<file path="config.mk">
export PLATFORM = sky130hd
export DESIGN_NAME = shift_arbiter_flat
export DESIGN_NICKNAME = d
export VERILOG_FILES = /design/src/rtl/shift_arbiter_pkg.sv /design/src/rtl/shift_arbiter_if.sv /design/src/rtl/shift_arbiter_core.sv /design/src/rtl/shift_arbiter.sv /design/src/flat_wrapper.sv
export SDC_FILE = /design/constraint.sdc
export NUM_CORES = 1
export LEC_CHECK = 0
export CAP_MARGIN = 15
export CORE_MARGIN = 4
export CORE_UTILIZATION = 52
export CTS_CLUSTER_DIAMETER = 120
export CTS_CLUSTER_SIZE = 24
export DETAILED_ROUTE_END_ITERATION = 7
export PLACE_DENSITY = 0.81
export SYNTH_ARGS = -nofsm -noshare
export SYNTH_HDL_FRONTEND = slang
export SYNTH_HIERARCHICAL = 1
export SYNTH_SLANG_ARGS = --single-unit
export TNS_END_PERCENT = 30
</file>
<file path="constraint.sdc">
create_clock -name clock -period 1.65 [get_ports clock]
set_input_delay 0.33 -clock clock [delete_from_list [all_inputs] [get_ports clock]]
set_output_delay 0.33 -clock clock [all_outputs]
set_load 0.02 [all_outputs]
</file>
<file path="src/rtl/shift_arbiter_pkg.sv">
// Shared constants for the shift arbiter: widths, op encodings, requester IDs, bit helpers.
// Optional round-robin tie-break is selected with SHIFT_ARB_RR_EN (see shift_arbiter.sv).
package shift_pkg;

    localparam int W       = 32;
    localparam int SHAMT_W = 5;

    localparam logic [1:0] SHIFT_SLL  = 2'b00;
    localparam logic [1:0] SHIFT_SRL  = 2'b01;
    localparam logic [1:0] SHIFT_SRA  = 2'b10;
    localparam logic [1:0] SHIFT_PASS = 2'b11;

    localparam logic REQ_MD  = 1'b0;
    localparam logic REQ_ALU = 1'b1;

    function automatic logic [W-1:0] bit_reverse(input logic [W-1:0] d);
        logic [W-1:0] r;
        for (int i = 0; i < W; i++) r[i] = d[W-1-i];
        return r;
    endfunction

    function automatic logic [1:0] onehot2(input logic g);
        return g ? 2'b10 : 2'b01;
    endfunction

endpackage

</file>
<file path="src/rtl/shift_arbiter_if.sv">
// Request/response bundle between the two requesters (master) and the shift arbiter (slave).
// Handshake: a request or response transfers on a rising edge where its valid and ready are both high.
interface shift_arbiter_if;

    logic [1:0]                  req_valid;
    logic [1:0]                  req_ready;
    logic [shift_pkg::W-1:0]     req_data0;
    logic [shift_pkg::W-1:0]     req_data1;
    logic [shift_pkg::SHAMT_W-1:0] req_shamt0;
    logic [shift_pkg::SHAMT_W-1:0] req_shamt1;
    logic [1:0]                  req_op0;
    logic [1:0]                  req_op1;
    logic [1:0]                  rsp_valid;
    logic [1:0]                  rsp_ready;
    logic [shift_pkg::W-1:0]     rsp_data;
    logic                        busy;

    modport master (
        output req_valid, req_data0, req_data1, req_shamt0, req_shamt1, req_op0, req_op1,
        output rsp_ready,
        input  req_ready, rsp_valid, rsp_data, busy
    );

    modport slave (
        input  req_valid, req_data0, req_data1, req_shamt0, req_shamt1, req_op0, req_op1,
        input  rsp_ready,
        output req_ready, rsp_valid, rsp_data, busy
    );

endinterface

</file>
<file path="src/rtl/shift_arbiter_core.sv">
// Combinational 5-stage logarithmic shifter; left shifts reuse the right-shift
// network by reversing the operand on the way in and the result on the way out.
module shift_core
    import shift_pkg::*;
(
    input  logic [W-1:0]       data,
    input  logic [SHAMT_W-1:0] shamt,
    input  logic [1:0]         op,
    output logic [W-1:0]       result
);

    logic           left;
    logic           fill;
    logic [W-1:0]   stage [SHAMT_W+1];

    assign left     = (op == SHIFT_SLL);
    assign fill     = (op == SHIFT_SRA) & data[W-1];
    assign stage[0] = left ? bit_reverse(data) : data;

    for (genvar i = 0; i < SHAMT_W; i++) begin : g_stage
        localparam int S = 1 << i;
        assign stage[i+1] = shamt[i] ? {{S{fill}}, stage[i][W-1:S]} : stage[i];
    end

    always_comb begin
        result = data;
        case (op)
            SHIFT_SLL: result = bit_reverse(stage[SHAMT_W]);
            SHIFT_SRL,
            SHIFT_SRA: result = stage[SHAMT_W];
            default:   result = data;
        endcase
    end

endmodule

</file>
<file path="src/rtl/shift_arbiter.sv">
// Two-port arbiter in front of one shared shifter with a single registered result slot.
// Ties go to port 0 unless SHIFT_ARB_RR_EN is defined, which enables round-robin.
module shift_arbiter
    import shift_pkg::*;
(
    input  logic           clock,
    input  logic           reset,
    shift_arbiter_if.slave bus,
    output logic [1:0]     slot_state
);

    // Slot encoding doubles as the one-hot rsp_valid vector.
    localparam logic [1:0] SLOT_EMPTY    = 2'b00;
    localparam logic [1:0] SLOT_FULL_MD  = 2'b01;
    localparam logic [1:0] SLOT_FULL_ALU = 2'b10;

    logic [1:0]         state;
    logic [W-1:0]       data_q;
    logic               grant;
    logic               any_valid;
    logic               owner_ready;
    logic               slot_free;
    logic               accept;
    logic [W-1:0]       sel_data;
    logic [SHAMT_W-1:0] sel_shamt;
    logic [1:0]         sel_op;
    logic [W-1:0]       result;

`ifdef SHIFT_ARB_RR_EN
    logic               last_grant;
`endif

    assign any_valid   = |bus.req_valid;
    assign owner_ready = |(state & bus.rsp_ready);
    assign slot_free   = (state == SLOT_EMPTY) | owner_ready;
    assign accept      = any_valid & slot_free;

    always_comb begin
        grant = REQ_MD;
        if (bus.req_valid == 2'b10) begin
            grant = REQ_ALU;
        end
`ifdef SHIFT_ARB_RR_EN
        else if (bus.req_valid == 2'b11) begin
            grant = (last_grant == REQ_MD) ? REQ_ALU : REQ_MD;
        end
`endif
    end

    assign sel_data  = grant ? bus.req_data1  : bus.req_data0;
    assign sel_shamt = grant ? bus.req_shamt1 : bus.req_shamt0;
    assign sel_op    = grant ? bus.req_op1    : bus.req_op0;

    shift_core u_core (
        .data   (sel_data),
        .shamt  (sel_shamt),
        .op     (sel_op),
        .result (result)
    );

    always_ff @(posedge clock or negedge reset) begin
        if (!reset) begin
            state  <= SLOT_EMPTY;
            data_q <= '0;
        end else if (accept) begin
            state  <= onehot2(grant);
            data_q <= result;
        end else if (owner_ready) begin
            state  <= SLOT_EMPTY;
        end
    end

`ifdef SHIFT_ARB_RR_EN
    always_ff @(posedge clock or negedge reset) begin
        if (!reset) begin
            last_grant <= REQ_ALU;
        end else if (accept) begin
            last_grant <= grant;
        end
    end
`endif

    assign bus.req_ready = accept ? onehot2(grant) : 2'b00;
    assign bus.rsp_valid = state;
    assign bus.rsp_data  = data_q;
    assign bus.busy      = (state != SLOT_EMPTY);
    assign slot_state    = state;

endmodule

</file>
<file path="src/flat_wrapper.sv">
// flat-port wrapper written by rule: the top's interface ports become plain ports
module shift_arbiter_flat import shift_pkg::*;
  (clock, reset, slot_state, bus_req_valid, bus_req_data0, bus_req_data1, bus_req_shamt0, bus_req_shamt1, bus_req_op0, bus_req_op1, bus_rsp_ready, bus_req_ready, bus_rsp_valid, bus_rsp_data, bus_busy);
  shift_arbiter_if bus_i ();
  input  logic clock;
  input  logic reset;
  output logic [1:0] slot_state;
  input wire logic [$bits(bus_i.req_valid)-1:0] bus_req_valid;
  input wire logic [$bits(bus_i.req_data0)-1:0] bus_req_data0;
  input wire logic [$bits(bus_i.req_data1)-1:0] bus_req_data1;
  input wire logic [$bits(bus_i.req_shamt0)-1:0] bus_req_shamt0;
  input wire logic [$bits(bus_i.req_shamt1)-1:0] bus_req_shamt1;
  input wire logic [$bits(bus_i.req_op0)-1:0] bus_req_op0;
  input wire logic [$bits(bus_i.req_op1)-1:0] bus_req_op1;
  input wire logic [$bits(bus_i.rsp_ready)-1:0] bus_rsp_ready;
  output wire logic [$bits(bus_i.req_ready)-1:0] bus_req_ready;
  output wire logic [$bits(bus_i.rsp_valid)-1:0] bus_rsp_valid;
  output wire logic [$bits(bus_i.rsp_data)-1:0] bus_rsp_data;
  output wire logic [$bits(bus_i.busy)-1:0] bus_busy;
  assign bus_i.req_valid = bus_req_valid;
  assign bus_i.req_data0 = bus_req_data0;
  assign bus_i.req_data1 = bus_req_data1;
  assign bus_i.req_shamt0 = bus_req_shamt0;
  assign bus_i.req_shamt1 = bus_req_shamt1;
  assign bus_i.req_op0 = bus_req_op0;
  assign bus_i.req_op1 = bus_req_op1;
  assign bus_i.rsp_ready = bus_rsp_ready;
  assign bus_req_ready = bus_i.req_ready;
  assign bus_rsp_valid = bus_i.rsp_valid;
  assign bus_rsp_data = bus_i.rsp_data;
  assign bus_busy = bus_i.busy;
  shift_arbiter u_core (.clock(clock), .reset(reset), .bus(bus_i), .slot_state(slot_state));
endmodule
</file>
# --- Yosys cells after proc, flatten, opt, wreduce, memory -nomap -nowiden ---
# Index checks and enable logic that the tools add are counted.
totals:
  regBits: 34
  latch_bits: 0
  ram_bits: 0
  rom_bits: 0
  inputBits: 84
  out_inout_bits: 39
  word_cells: 31
  mem_count: 0
classes:
  addsub: 0
  mul: 0
  div: 0
  magnitude_cmp: 0
  n_eq_ne: 3
  n_shift: 0
  mux: 15
  bitwise_logic: 4
  n_reduce_logical: 7
ops:
  columns: ["operator", "n"]
  rows:
  - ["2-to-1 mux 32 bit", 7]
  - ["case mux 32 bit (2 select lines)", 1]
  - ["2-to-1 mux 2 bit", 5]
  - ["OR reduction 2 bit", 3]
  - ["2-to-1 mux 5 bit", 1]
  - ["== test 2 bit (second input constant)", 2]
  - ["zero test 2 bit", 2]
  - ["nonzero test 2 bit", 2]
  - ["AND 1 bit", 2]
  - ["AND 2 bit", 1]
  - ["== test 2 x 1 -> 1 bit (second input constant)", 1]
  - ["2-to-1 mux 1 bit", 1]
  - ["OR 1 bit", 1]

# --- Depth between registers and ports, before layout ---
# Gate-level depths: netlist (run 1).
depth:
  word_depth: 11
  ltp_mapped: 16
  mapped_depth_nobuf: 12

# --- Hierarchy ---
# Netlist (run 1), hierarchy kept.
by_module_without_submodules:
  columns: ["mod", "instances", "cells_per_inst", "area_each_um2", "seq_area_each_um2"]
  rows:
  - ["shift_core", 1, 465, 3570.9, 0.0]
  - ["shift_arbiter", 1, 130, 1828.0, 850.8]

# --- Least setup slack after synthesis (run 1) ---
# No wires, ideal clock.
synth_path:
  path_type: "input -> register"
  start: "input bus_req_valid[1]"
  end: "register u_core.data_q[11] (netlist: u_core/bus.rsp_data[11])"
  setup_ns: 0.125
  t_arrival_ns: 3.471
  required_time_ns: 1.525
  path_slack_ns: -1.945
  path_stages: 14
  n_path_buf: 3
  cell_sequence: "nor2b_1 clkbuf_1 buf_2 mux2_2 inv_1 ha_1 buf_2 mux4_2 mux2i_4 inv_1 mux4_2 o21ai_1 o21ai_1 mux2_2"
synth_via:
  elab_chain_len: 11
  elab_cells_between_ends: 19
  cone_classes: "eq/ne: 3; mux: 11; bitwise: 2; reduce/logical: 3"
synth_rtl:
  columns: ["element", "line", "rtl"]
  rows:
  - ["start: declaration", "flat_wrapper.sv:8", "input wire logic [$bits(bus_i.req_valid)-1:0] bus_req_valid;"]
  - ["== test 2 bit (*)", "shift_arbiter.sv:40", "if (bus.req_valid == 2'b10) begin"]
  - ["2-to-1 mux 1 bit (*)", "shift_arbiter.sv:40", null]
  - ["2-to-1 mux 2 bit (*)", "shift_arbiter.sv:52", "assign sel_op = grant ? bus.req_op1 : bus.req_op0;"]
  - ["named net u_core.sel_op[0]", "shift_arbiter.sv:26", "logic [1:0] sel_op;"]
  - ["== test 2 bit or zero test 2 bit (tied branches)", "shift_arbiter_core.sv:17, shift_arbiter_core.sv:27, shift_arbiter_core.sv:16", null]
  - ["AND 1 bit or 2-to-1 mux 32 bit (tied branches)", "shift_arbiter_core.sv:17, shift_arbiter_core.sv:18", null]
  - ["2-to-1 mux 32 bit (5 in series)", "shift_arbiter_core.sv:22", "assign stage[i+1] = shamt[i] ? {{S{fill}}, stage[i][W-1:S]} : stage[i];"]
  - ["case mux 32 bit (2 select lines) (*)", "shift_arbiter_core.sv:27", "case (op)"]
  - ["named net u_core.result[11]", "shift_arbiter.sv:27", "logic [W-1:0] result;"]
  - ["end signal: assignment", "shift_arbiter.sv:67", "data_q <= result;"]
  - ["end: declaration", "shift_arbiter.sv:18", "logic [W-1:0] data_q;"]
# The timed path passes the listed nets; every way through them passes the cells marked *.
# A chain may end at the register's enable or synchronous reset.

# --- Worst setup path in the final report (run 1) ---
layout_path:
  start: "input bus_req_op0[0]"
  end: "register u_core.data_q[30] (netlist: u_core/bus.rsp_data[30])"
layout_via:
  elab_chain_len: 9
  elab_cells_between_ends: 13
  cone_classes: "eq/ne: 2; mux: 8; bitwise: 1; reduce/logical: 2"
layout_rtl:
  columns: ["element", "line", "rtl"]
  rows:
  - ["start: declaration", "flat_wrapper.sv:13", "input wire logic [$bits(bus_i.req_op0)-1:0] bus_req_op0;"]
  - ["2-to-1 mux 2 bit (*)", "shift_arbiter.sv:52", null]
  - ["named net u_core.sel_op[0]", "shift_arbiter.sv:26", null]
  - ["== test 2 bit or zero test 2 bit (tied branches)", "shift_arbiter_core.sv:17, shift_arbiter_core.sv:27, shift_arbiter_core.sv:16", null]
  - ["AND 1 bit or 2-to-1 mux 32 bit (tied branches)", "shift_arbiter_core.sv:17, shift_arbiter_core.sv:18", null]
  - ["2-to-1 mux 32 bit (5 in series)", "shift_arbiter_core.sv:22", null]
  - ["case mux 32 bit (2 select lines) (*)", "shift_arbiter_core.sv:27", null]
  - ["named net u_core.result[30]", "shift_arbiter.sv:27", null]
# Marks and branches as above.

==> impl_metrics.toml, run 1 <==
[pwr]
seq_power_share_pct = 18.3
clockPowerShare_pct = 9.4
power_per_cell_area_mw_per_mm2 = 811
internal_power_mw = 3.89
switchingPower_mw = 3.04
leakagePower_nw = 3.70
p_total_mw = 6.92
swShare_pct = 43.9
power_frac_comb_pct = 72.3
ir_drop_v = 0.000979

[synthesis]
ys_warn_count = 6
syn_inst = 595
synth-async-reset-ratio_pct = 100
synth-edff-count = 0
synthFlopType = "dfrtp_1"
syn_area_mm2 = 0.00540
synth.top_cell.area_share_pct = 17.5
yosysSeqAreaShare_pct = 15.8
synth_top_area_cell = "mux2_2"
ys_seq_elements = 34
ys_top_cells_by_area = "mux2_2 18%, dfrtp_1 16%, mux4_2 15%, mux2i_1 8.0%, nand2_1 4.7%"
synth.distinct_cells = 65
synth.most_common_cell = "mux2_2"
synth_common_cells = "84 x mux2_2, 67 x nand2_1, 43 x mux2i_1"
syn-num-nets = 683
avgSynthCellArea_um2 = 9.07

[final_layout]
layout.nets = 958
seq_area_um2 = 851
diodes = 0
finalNonFillerCells = 1004
areaGrowthSynthToFinish_pct = 58.1
drive_above_1_share_pct = 44.9
n_fill_cell = 541
multi_input_area_mm2 = 0.00457

[sta]
fin_crit_sh_pct = 205
hold_ws_ns = 0.456
rsz0062_at_grt = "yes"
final_max_slew_viol_count = 0
fin_skew_ns = 0.00641
slew_headroom_pct = 51.1
min_period_ns = 3.38
setup_ws_ns = -1.73
setup_violations = 33
clock.fmax_mhz = 296
finalHoldViolCount = 0
worst_slew_pin_slew_ns = 0.731

[route]
routed_via_density = 7.19
drc_errors = 0
drt_wl_total_mm = 27.8
first_pass_iters = 8
wl_per_cell_um = 27.7
ant_nets = 0
first_iter_violations = 1220
via_count = 7214

[global_routing]
gr-usage-all-layers_pct = 43.2
grt_use_met1_pct = 50.2
grt_use_met3_pct = 13.2
grt_first_pass_wirelength_mm = 39.2
antenna_found_initial = 1
top_usage_layer = "met2"
grt_max_degree = 35
overflow = 0
grt_use_met2_pct = 70.1
grt_pass1_vias = 6963

[die]
io_pins = 123
fp.dieArea_mm2 = 0.0121
fp-row-count = 36
design.core.area_mm2 = 0.00995
initial_core_util_pct = 54.2
die_y_um = 110
die_w_um = 110

[worst_setup_path]
r2r_slack_ns = 0.02
arrival_ns = 3.56
critPathMaxFanout = 14
endpoint_kind = "register"
worstSetupPathType = "input pin to register"
crit_start = "bus_req_op0[0]"
worst_ep_required_time_ns = 1.83
r2r-start = "u_core/bus.rsp_valid[0]"
critPathLaunchType = "input pin"

[clocking]
htree_levels = 2
clock-sinks = 34
cts_root_buf = "clkbuf_8"
hold_buffers = 0
clock_latency_ns = 0.29
clockBufferDepth = 2
cts_buffers = 5
cts.clk_slew.worst_paths_ns = 0.07
cts_tree = "done"

[place]
gp_congestion = 1.14
placedCellCount = 980
hpwl_mm = 19.4
port_buffers = 122

[run_status]
outcome = "finished with violations"
failed_checks = "negative setup slack"

[min_path]
hold_class = "input pin to async pin"

[flow_run]
maxCapViolCount = 0
logic make-up (layout without fill, tap and decap cells):
logic type / after synthesis / in the layout / share of synthesized area (%)
DFF: 34 / 34 / 15.8
muxes: 169 / 170 / 42.0
adders and majority gates: 4 / 4 / 0.927
AOI/OAI and AO/OA: 170 / 170 / 22.5
and+or+nand+nor: 152 / 152 / 12.3
buffers and inverters: 66 / 341 / 6.49
worst max-delay path, stage by stage:
cell and delay, ns:
clkdlybuf4s50_1 0.44, mux2_4 0.31, inv_4 0.10, ha_4 0.19, buf_8 0.20, nand2b_1 0.13
o21a_1 0.19, mux2i_1 0.21, o311ai_1 0.42, o211ai_1 0.34, mux2i_1 0.30, o22ai_1 0.12
mux2_2 0.27
through the flow:
stage | util, % | area [µm²] | worst slack (ns) | TNS [ns]
floorplan | - | 5450 | -1.56 | -45.60
global placement | 80.0 | 7960 | -2.29 | -69.03
detailed placement | 80.0 | 7960 | -2.31 | -71.22
CTS | 82.6 | 8220 | -1.49 | -44.31
global route | 85.7 | 8530 | -1.67 | -50.38
finish | 85.7 | 8530 | -1.73 | -49.98
power groups by stage:
stage | clock network (mW) | logic [mW] | registers, mW
after CTS | 0.643 | 4.48 | 1.26
after global routing | 0.693 | 5.16 | 1.29
after detailed placement | 0 | 4.36 | 1.27
after global placement | 0 | 4.27 | 1.24
final | 0.652 | 5.00 | 1.27
after floorplan | 0 | 1.99 | 1.59
sequential cells by signal, indices dropped and copies added (netlist names):
signal	count
u_core/bus.rsp_data	32
u_core/bus.rsp_valid	2
layout make-up:
cell class	count	share of cell area [%]
sequential	34	9.97
tap	133	1.95
clock inverter	1	0.0587
clock buffer	7	1.01
inverter	13	0.660
timing repair buffer	320	32.8
multi-input combinational	496	53.5
repair_timing:
item                                    CTS  global route
buffers inserted                          7             9
cloned                                    1             0
gates resized for setup                  54            62
pin swaps                                15            22
endpoints found under the setup margin   39            35
metal layers:
metal  part of all wire (%)  vias up
li1                       -     2867
met3                     14      266
met5                      0        -
met2                     43      732
met1                     32     3349
met4                     10        0
layout by cell type, fill, tap and decap left out, types with 5 or more instances in the layout:
cell type          n
a32oi_1            8
clkbuf_8           6
a22oi_1            5
mux2_4            19
clkdlybuf4s50_1  108
buf_6              9
o21ai_1           15
a21oi_1           27
o21ai_0           14
buf_12             5
a211oi_2           5
dfrtp_1           34
o221ai_1           5
inv_1              9
nand3_1           11
mux2i_1           40
mux2_2            67
mux4_2            36
buf_4            184
dlygate4sd2_1      7
nor2b_1            5
o22ai_1            9
o211ai_1          14
a221oi_2           5
nand2_1           67
nand2b_1           5
nor2_1            40
path summary, 6_finish.rpt:
check                                                to  cells past startpoint
max in group asynchronous       u_core/bus.rsp_data[28]                      2
worst max register to register  u_core/bus.rsp_data[23]                      6
min in group clock              u_core/bus.rsp_valid[1]                      5
worst min register to register  u_core/bus.rsp_data[24]                      1
worst max-delay path            u_core/bus.rsp_data[30]                     13
worst min-delay path             u_core/bus.rsp_data[6]                      2
Power figures use the tool's default switching activity.
==> inputs of run 2 (changes only) <==
--- a/config.mk
+++ b/config.mk
@@ -6,7 +6,7 @@
 export NUM_CORES = 1
 export LEC_CHECK = 0
 export CAP_MARGIN = 15
-export CORE_MARGIN = 4
+export CORE_MARGIN = 2
 export CORE_UTILIZATION = 52
 export CTS_CLUSTER_DIAMETER = 120
 export CTS_CLUSTER_SIZE = 24
==> impl_metrics.toml, run 2 <==
[synthesis]
synth_top_area_cell = "mux2_2"
synth-async-reset-ratio_pct = 100
syn_inst = 595
synth.most_common_cell = "mux2_2"
syn-num-nets = 683
avgSynthCellArea_um2 = 9.07
ys_top_cells_by_area = "mux2_2 18%, dfrtp_1 16%, mux4_2 15%, mux2i_1 8.0%, nand2_1 4.7%"
synth-edff-count = 0
synth.top_cell.area_share_pct = 17.5
ys_warn_count = 6
yosysSeqAreaShare_pct = 15.8
synthFlopType = "dfrtp_1"
synth_common_cells = "84 x mux2_2, 67 x nand2_1, 43 x mux2i_1"
ys_seq_elements = 34
synth.distinct_cells = 65
syn_area_mm2 = 0.00540

[clocking]
hold_buffers = 0
htree_levels = 2
clock-sinks = 34
cts_root_buf = "clkbuf_8"
cts_buffers = 5
clockBufferDepth = 2

[place]
placedCellCount = 983
hpwl_mm = 17.1
port_buffers = 122
gp_congestion = 1.25

[run_status]
stop_stage = "5_1_grt"
outcome = "aborted with a tool error"
toolErrorMsg = "[ERROR GRT-0232] Routing congestion too high. Check the congestion heatmap in the GUI."

[die]
initial_core_util_pct = 53.0
die_w_um = 106
io_pins = 123
die_y_um = 106
fp-row-count = 37

[global_routing]
gr-usage-all-layers_pct = 66.9
overflow = 7
grt_max_degree = 35

[sta]
endpoint_type = "sequential cell input"
worstEndpointGrtRepair = "u_core/bus.rsp_data[8]$_DFFE_PN0P_/D"
==> run 2: routing by layer <==
metal | overflow | track usage, %
met1 | 0 | 68.1
met3 | 0 | 49.8
met2 | 3 | 85.5
met5 | 0 | 14.3
met4 | 4 | 62.4
==> run 2: kinds of logic after synthesis <==
family	after synthesis	synth area share (%)
multiplexers	169	42.0
buffers and inverters	66	6.49
adder cells (fa/ha/maj)	4	0.927
AND/OR/NAND/NOR	152	12.3
AO/OA/AOI/OAI	170	22.5
flip-flops	34	15.8
==> run 2: through the flow <==
| stage | area (µm²) | setup WS, ns | utilization (%) | setup TNS [ns] |
|---|---|---|---|---|
| 3_5_place_dp | 7970 | -2.25 | 78.2 | -69.16 |
| 3_3_place_gp | 7970 | -2.20 | 78.2 | -66.50 |
| 2_1_floorplan | 5450 | -1.56 | - | -45.60 |
| 4_1_cts | 8750 | -1.42 | 85.9 | -42.25 |
==> run 2: what timing repair did <==
action,in CTS
gates resized for setup,135
setup endpoints to repair,39
cloned,1
pin swaps,46
buffers inserted,32
==> inputs of run 3 (changes only) <==
--- a/config.mk
+++ b/config.mk
@@ -7,11 +7,9 @@
 export LEC_CHECK = 0
 export CAP_MARGIN = 15
 export CORE_MARGIN = 2
-export CORE_UTILIZATION = 52
-export CTS_CLUSTER_DIAMETER = 120
-export CTS_CLUSTER_SIZE = 24
+export CORE_UTILIZATION = 40
 export DETAILED_ROUTE_END_ITERATION = 7
-export PLACE_DENSITY = 0.81
+export PLACE_DENSITY_LB_ADDON = 0.15
 export SYNTH_ARGS = -nofsm -noshare
 export SYNTH_HDL_FRONTEND = slang
 export SYNTH_HIERARCHICAL = 1
==> impl_metrics.toml, run 3 (synthesis results as in run 1) <==
[final_layout]
layout.nets = 993
largest_register_ff_count = 32
areaGrowthSynthToFinish_pct = 68.7
diodes = 0
drive_above_1_share_pct = 49.0
seq_area_um2 = 851
fin_area_mm2 = 0.00911
multi_input_area_mm2 = 0.00467
layout_common_cells = "206 x buf_4, 112 x clkdlybuf4s50_1, 64 x nand2_1"
n_fill_cell = 1039
fin_util_pct = 69.1
final_common_cell = "buf_4"

[min_path]
hold_class = "input pin to async pin"

[route]
routed_via_density = 6.19
first_iter_violations = 564
via_count = 6695
drc_errors = 0
drt_wl_total_mm = 26.9
ant_nets = 0
first_pass_iters = 5
wl_per_cell_um = 24.8

[pwr]
ir_drop_v = 0.000688
power_per_cell_area_mw_per_mm2 = 812
leakagePower_nw = 3.95

[clocking]
htree_levels = 2
clock_latency_ns = 0.29
clock-sinks = 34
cts_buffers = 5
cts.clk_slew.worst_paths_ns = 0.06
cts_root_buf = "clkbuf_16"
cts_tree = "done"
clockBufferDepth = 2

[flow_run]
maxCapViolCount = 0

[worst_setup_path]
worst_ep_required_time_ns = 1.82
endpoint_kind = "register"
critPathMaxFanout = 7
worstSetupPathType = "input pin to register"
rr_endpoint = "u_core/bus.rsp_data[1]"
r2r_cells = 5
r2r-start = "u_core/bus.rsp_valid[1]"
arrival_ns = 3.33
critPathLaunchType = "input pin"
r2r_slack_ns = -0.04

[sta]
setup_violations = 33
rsz0062_at_grt = "yes"
fin_skew_ns = 0.00556
final_max_slew_viol_count = 0
worst_slew_pin_slew_ns = 0.707
fin_crit_sh_pct = 191
min_period_ns = 3.16
clock.fmax_mhz = 317
slew_headroom_pct = 52.7
setup_ws_ns = -1.51
finalHoldViolCount = 0

[global_routing]
grt_use_met3_pct = 6.89
gr-usage-all-layers_pct = 37.0
overflow = 0
top_usage_layer = "met2"
grt_first_pass_wirelength_mm = 40.1
grt_pass1_vias = 6744
grt_use_met2_pct = 60.4
antenna_found_initial = 0
grt_use_met1_pct = 47.8
grt_max_degree = 35

[die]
fp-row-count = 42
initial_core_util_pct = 40.9
die_y_um = 120
io_pins = 123
design.core.area_mm2 = 0.0132
die_w_um = 120
fp.dieArea_mm2 = 0.0144

[place]
gp_congestion = 1.00
port_buffers = 122
placed_area_mm2 = 0.00835
hpwl_mm = 21.3

[run_status]
outcome = "finished with violations"
failed_checks = "negative setup slack"
## run 3: report_power, final
group          internal, mW  switching [mW]
Sequential             1.10           0.155
Clock                 0.598           0.360
Combinational          2.64            2.54
## run 3: area by class of cell
type	count	area share (%)
clock buffer	7	1.57
clock inverter	1	0.0549
inverter	13	0.618
multi-input combinational	495	51.2
sequential	34	9.34
tap	176	2.42
timing repair buffer	356	34.8
## run 3: what timing repair did
item | CTS | global route
setup endpoints to repair | 39 | 36
hold buffers | 0 | 0
hold endpoints to repair | 0 | 0
setup buffers | 6 | 13
resized for setup | 99 | 60
cloned | 1 | 0
pin swaps | 29 | 25
## run 3: layer usage
layer,share of wire [%],up-vias
met5,0,-
met4,5.4,0
met3,8.2,88
met2,46,399
met1,40,3273
li1,-,2935
## run 3: worst max-delay path by stage
stage                           from                 endpoint  slack [ns]  cells past startpoint
floorplan           bus_req_valid[1]  u_core/bus.rsp_data[11]       -1.56                     14
finish              bus_req_valid[0]   u_core/bus.rsp_data[8]       -1.51                     14
global placement    bus_req_valid[1]  u_core/bus.rsp_data[28]       -2.34                     15
global route        bus_req_valid[0]   u_core/bus.rsp_data[8]       -1.56                     14
CTS                 bus_req_valid[0]   u_core/bus.rsp_data[8]       -1.50                     14
detailed placement  bus_req_valid[1]  u_core/bus.rsp_data[28]       -2.30                     15
## run 3: critical path: stages
cell      delay, ns
buf_8          0.10
nor2b_4        0.14
buf_12         0.15
mux2_4         0.33
inv_4          0.09
ha_4           0.18
buf_12         0.13
mux4_2         0.49
mux2_4         0.35
o211ai_1       0.22
o221ai_2       0.15
o211a_1        0.14
a221o_1        0.26
mux2_4         0.26
## run 3: per-stage QoR
step,hold WS (ns),instances,setup TNS [ns],power (mW),setup slack (ns)
after floorplan,0.0344,595,-45.60,3.58,-1.56
after global placement,0.467,1059,-69.74,5.81,-2.34
after detailed placement,0.477,1059,-71.14,5.87,-2.30
after CTS,0.446,1074,-44.81,7.10,-1.50
after global routing,0.465,1082,-47.09,7.67,-1.56
final,0.430,1082,-45.07,7.40,-1.51
